[config.mk]
export PLATFORM = sky130hd
export DESIGN_NAME = regfile_sb
export DESIGN_NICKNAME = d
export VERILOG_FILES = /design/src/rtl/regfile_sb.sv
export SDC_FILE = /design/constraint.sdc
export NUM_CORES = 2
export LEC_CHECK = 0
export BUFFER_PORTS_ARGS = -buffer_cell sky130_fd_sc_hd__clkbuf_2
export CAP_MARGIN = 10
export CORE_MARGIN = 1.5
export CORE_UTILIZATION = 45
export DETAILED_ROUTE_END_ITERATION = 10
export HOLD_SLACK_MARGIN = 0.12
export RECOVER_POWER = 25
export SETUP_SLACK_MARGIN = 0.2
export SLEW_MARGIN = 20
export SYNTH_ARGS = -nofsm -noshare
export SYNTH_HDL_FRONTEND = slang
export SYNTH_SLANG_ARGS = --single-unit
export TNS_END_PERCENT = 50
[constraint.sdc]
create_clock -name clk -period 41.6 [get_ports clk]
set_input_delay 4.16 -clock clk [delete_from_list [all_inputs] [get_ports clk]]
set_output_delay 4.16 -clock clk [all_outputs]
set_load 0.005 [all_outputs]
[src/rtl/regfile_sb.sv]
// Integer register file with two combinational read ports, one write port and
// a per-register busy scoreboard used by decode for RAW/WAW hazard detection.
module regfile_sb #(
    parameter int XLEN     = 32,
    parameter int NREGS    = 32,
    parameter int AW       = 5,
    parameter int BYPASS   = 1,
    parameter int ZERO_REG = 1
) (
    input  logic            clk,
    input  logic            rst,
    input  logic [AW-1:0]   rs1_addr,
    input  logic [AW-1:0]   rs2_addr,
    output logic [XLEN-1:0] rs1_data,
    output logic [XLEN-1:0] rs2_data,
    input  logic            wr_en,
    input  logic [AW-1:0]   wr_addr,
    input  logic [XLEN-1:0] wr_data,
    input  logic            iss_en,
    input  logic [AW-1:0]   iss_rd,
    input  logic            flush,
    output logic            rs1_busy,
    output logic            rs2_busy,
    output logic            rd_busy,
    output logic [AW:0]     busy_cnt
);

    localparam logic [AW:0] NR = NREGS[AW:0];

    logic [XLEN-1:0]  r_regs [NREGS];
    logic [NREGS-1:0] r_busy;
    logic [AW:0]      r_cnt;

    logic [NREGS-1:0] w_busy_nxt;
    logic [AW:0]      w_cnt_nxt;
    logic             w_rs1_vld, w_rs2_vld, w_wr_vld, w_iss_vld;
    logic             w_rs1_fwd, w_rs2_fwd;

    function automatic logic addr_vld(input logic [AW-1:0] a);
        return ({1'b0, a} < NR) && !((ZERO_REG != 0) && (a == '0));
    endfunction

    assign w_rs1_vld = addr_vld(rs1_addr);
    assign w_rs2_vld = addr_vld(rs2_addr);
    assign w_wr_vld  = addr_vld(wr_addr);
    assign w_iss_vld = addr_vld(iss_rd);

    // Forwarding only ever applies to valid read addresses; invalid ones read 0.
    assign w_rs1_fwd = (BYPASS != 0) && wr_en && (wr_addr == rs1_addr);
    assign w_rs2_fwd = (BYPASS != 0) && wr_en && (wr_addr == rs2_addr);

    assign rs1_data = !w_rs1_vld ? '0 : (w_rs1_fwd ? wr_data : r_regs[rs1_addr]);
    assign rs2_data = !w_rs2_vld ? '0 : (w_rs2_fwd ? wr_data : r_regs[rs2_addr]);

    assign rs1_busy = w_rs1_vld && r_busy[rs1_addr] && !w_rs1_fwd;
    assign rs2_busy = w_rs2_vld && r_busy[rs2_addr] && !w_rs2_fwd;
    assign rd_busy  = iss_en && w_iss_vld && r_busy[iss_rd];
    assign busy_cnt = r_cnt;

    // Flush beats issue, issue beats writeback clear (new producer after old one).
    always_comb begin
        w_busy_nxt = r_busy;
        w_cnt_nxt  = '0;
        for (int r = 0; r < NREGS; r++) begin
            if (flush)
                w_busy_nxt[r] = 1'b0;
            else if (iss_en && w_iss_vld && (iss_rd == AW'(r)))
                w_busy_nxt[r] = 1'b1;
            else if (wr_en && (wr_addr == AW'(r)))
                w_busy_nxt[r] = 1'b0;
            w_cnt_nxt = w_cnt_nxt + {{AW{1'b0}}, w_busy_nxt[r]};
        end
    end

    always_ff @(posedge clk or posedge rst) begin
        if (rst) begin
            for (int r = 0; r < NREGS; r++)
                r_regs[r] <= '0;
            r_busy <= '0;
            r_cnt  <= '0;
        end else begin
            if (wr_en && w_wr_vld)
                r_regs[wr_addr] <= wr_data;
            r_busy <= w_busy_nxt;
            r_cnt  <= w_cnt_nxt;
        end
    end

endmodule

==> summary.txt <==
Setup path
  – CP Data Arrival Time: 8.64 ns
  – Worst-path fanout max: 60
  – Worst Setup Start Kind: input pin
  – Worst Path Required: 37.44 ns
  – Worst setup EP type: output pin
  – Crit path kind: input pin to output pin

Pwr
  – Comb pwr share: 0.202
  – Pleak: 27.9 nW
  – Clock power share: 0.353
  – PwrDens: 47.5 nW/um^2
  – Flop pwr share: 0.446
  – Design Power: 0.00305 W
  – Cell Int Power: 0.00221 W
  – Switching Share: 0.273
  – Peak VDD IR: 0.0000340 V
  – Psw: 0.000832 W

STA
  – Slew Limit Fails: 574
  – RSZ-0062 raised after global routing: false
  – Setup-failing EPs final: 0
  – Fin. Hold Viols: 0
  – Final Cycle Share: 0.308
  – Slew margin rel.: -2.78
  – Clock skew: 0.0334 ns
  – Crit path time final: 12.80 ns
  – Fmax: 78.1 MHz
  – Slew @ Worst Pin: 5.64 ns
  – Total Negative Setup Slacks: 0 ns
  – Min Hold Slack: 0.396 ns

Clock network
  – Worst-path clk slew: 0.06 ns
  – CTS Hold Bufs: 0
  – Root Driver: clkbuf_16
  – Post-cts resize count: 0
  – CTS buffer count: 117
  – Postcts setup bufs: 0
  – H-tree Lvls: 3
  – Clock Latency Late Sink: 0.75 ns
  – Clk sink count: 1,062
  – CTS tree: done
  – Clock Path Buffers: 3

Logic synthesis
  – Sequential area share after synthesis: 0.453
  – Number of synthesis warnings: 0
  – Ys async rst share: 1.00
  – Synthesized instance count: 4,085
  – Synth unique cells: 68
  – Synth Net Count: 4,173
  – Synthesized flop and latch total: 1,062
  – Average size of a mapped cell: 14.4 um^2
  – Cell Area, Synth: 58,700 um^2
  – EDFF count, synth: 0
  – Primary FF master, synth: dfrtp_1

Route
  – Vias per cell: 6.56
  – Initial detailed-routing violation count: 3,715
  – Post-Route WL: 192 mm
  – Via total after detailed routing: 38.1k
  – DR pass1 iterations: 7
  – Remaining DRCs: 0
  – DRT antenna net count: 0
  – Routed wire per std cell: 33.0 um

GRT
  – Total congestion overflow: 0
  – Grt met1 use: 0.391
  – Largest net degree at the start of global routing: 159
  – Vias in the first global route: 38.9k
  – Initial antenna violation count: 11
  – Most used routing layer: met2
  – Total global-route track usage: 0.291
  – Met3 Use GR: 0.0607
  – First-pass GRT wire length: 280 mm
  – Met2 GRT Util: 0.465

Die
  – IO Pins: 130
  – Core ar.: 129,000 um^2
  – Full die area: 133,000 um^2
  – Die height: 364 um
  – Die width: 364 um
  – Row cnt: 132
  – Starting Density: 0.453

Layout
  – Filler instances: 11.3k
  – Final nets: 4,068
  – Fraction of final layout cells sized beyond drive strength 1: 0.480
  – Final non-filler cell total: 5,812
  – Syn-to-layout area delta: 9.26%

Place
  – Detailed placement HPWL: 105 mm
  – Gpl congestion: 0.815
  – PortBufs: 129
  – Placed cells: 5,602

Outcome
  – Status: complete, but fails checks
  – Failing checks: max-capacitance violations, max-slew violations

Run
  – Max_cap viols: 11

Min path
  – Worst Hold Class: flop to flop
registers in the layout, indices dropped and copies added (netlist names):
name / count
r_regs: 1024
busy_cnt: 6
r_busy: 32
cells in the mapped netlist, drive strengths merged (5+ instances only):
cell type	number	share of area
dfrtp	1062	0.45
mux2	1052	0.20
mux4	472	0.18
buf	240	0.025
clkbuf	206	0.014
nand2	205	0.013
mux2i	147	0.025
nor2	64	0.0041
a21oi	61	0.0052
o22ai	59	0.0063
o21ai	50	0.0044
inv	42	0.0027
nand2b	40	0.0043
a22oi	35	0.0045
a221o	29	0.0050
a32o	26	0.0044
fa	24	0.0082
nand3	23	0.0020
a22o	21	0.0031
nor2b	19	0.0020
o211ai	17	0.0022
a221oi	16	0.0024
o22a	14	0.0021
xnor2	13	0.0019
a21o	12	0.0015
a31oi	12	0.0013
nor3	12	0.0011
o221ai	12	0.0018
a211oi	9	0.0012
nor3b	9	0.0012
o2111ai	9	0.0013
and3	7	0.00075
ha	7	0.0015
nand3b	7	0.00090
o221a	7	0.0013
nor4	6	0.00064
or2	6	0.00064
and3b	5	0.00075
cells in the final DEF (no fill, tap or decap), types with 17 or more instances in the layout:
| cell type | netlist | final |
|---|---|---|
| a21oi_1 | 61 | 61 |
| a221o_1 | 25 | 25 |
| a22o_1 | 21 | 21 |
| a22oi_1 | 35 | 35 |
| a32o_1 | 26 | 26 |
| buf_4 | 23 | 84 |
| clkbuf_1 | 202 | 40 |
| clkbuf_16 | 0 | 120 |
| clkbuf_2 | 0 | 111 |
| clkbuf_8 | 2 | 25 |
| clkinv_2 | 0 | 26 |
| dfrtp_1 | 1062 | 1062 |
| fa_1 | 24 | 24 |
| inv_1 | 41 | 38 |
| mux2_2 | 1052 | 1052 |
| mux2i_1 | 147 | 147 |
| mux4_1 | 30 | 30 |
| mux4_2 | 442 | 442 |
| nand2_1 | 204 | 189 |
| nand2b_1 | 40 | 40 |
| nand3_1 | 23 | 22 |
| nor2_1 | 64 | 48 |
| o211ai_1 | 17 | 17 |
| o21ai_0 | 47 | 47 |
| o22ai_1 | 59 | 59 |
path summary, 6_finish.rpt:
| kind | startpoint | endpoint | slack [ns] | cells after the start |
|---|---|---|---|---|
| max | rs1_addr[0] | rs1_data[22] | 28.80 | 9 |
| max reg2reg | r_busy[1] | busy_cnt[4] | 36.43 | 19 |
| max in group asynchronous | rst | r_regs[477] | 30.53 | 5 |
| min reg2reg | r_regs[1006] | r_regs[1006] | 0.40 | 0 |
| min in group asynchronous | rst | r_regs[511] | 5.18 | 2 |
| min | r_regs[1006] | r_regs[1006] | 0.40 | 0 |
metal layers:
metal  routed length [um]  up-vias  part of all wire
met5                   57        -           0.00030
met4                 8000        8             0.042
met3                14500      439             0.076
met2                90300     1590              0.47
met1                78700    20600              0.41
li1                     -    15400                 -
critical path: stages:
cell,delay (ns)
buf_8,0.51
buf_4,0.79
buf_4,0.73
buf_4,0.76
mux4_2,0.59
a22o_1,0.26
a221oi_1,0.23
a31oi_1,0.26
clkbuf_2,0.25
logic make-up after synthesis:
family | share of synthesized area
and+or+nand+nor | 0.0337
adders and majority gates | 0.00968
DFF | 0.453
muxes | 0.410
buffers and inverters | 0.0418
AOI/OAI and AO/OA | 0.0497
xor gates and xnor gates | 0.00194
through the flow:
| step | cell area (um^2) | worst slack, ns | util |
|---|---|---|---|
| 6_report | 64100 | 28.80 | 0.495 |
| 5_1_grt | 64100 | 28.49 | 0.495 |
| 3_3_place_gp | 60200 | 28.74 | 0.465 |
| 3_5_place_dp | 60200 | 28.73 | 0.465 |
| 4_1_cts | 64100 | 28.73 | 0.495 |
| 2_1_floorplan | 58700 | 7.55 | - |
area by class of cell:
type                       instances  area [um^2]  area share
clock buffer                     167         3430      0.0535
clock inverter                    41          495     0.00773
antenna                            1         2.50   0.0000390
tap                             1742         2180      0.0340
multi-input combinational       2534        29800       0.466
sequential                      1062        26600       0.415
timing repair buffer             223         1410      0.0220
inverter                          42          159     0.00248
power by group through the flow:
| stage | clock network (W) | registers [W] | logic [W] |
|---|---|---|---|
| final | 0.00107 | 0.00136 | 0.000614 |
| after global routing | 0.00113 | 0.00138 | 0.000657 |
| after CTS | 0.00109 | 0.00135 | 0.000616 |
| after detailed placement | 0 | 0.00137 | 0.000613 |
| after global placement | 0 | 0.00136 | 0.000604 |
| after floorplan | 0 | 0.00133 | 0.000485 |
(Power assumes the default switching activity.)
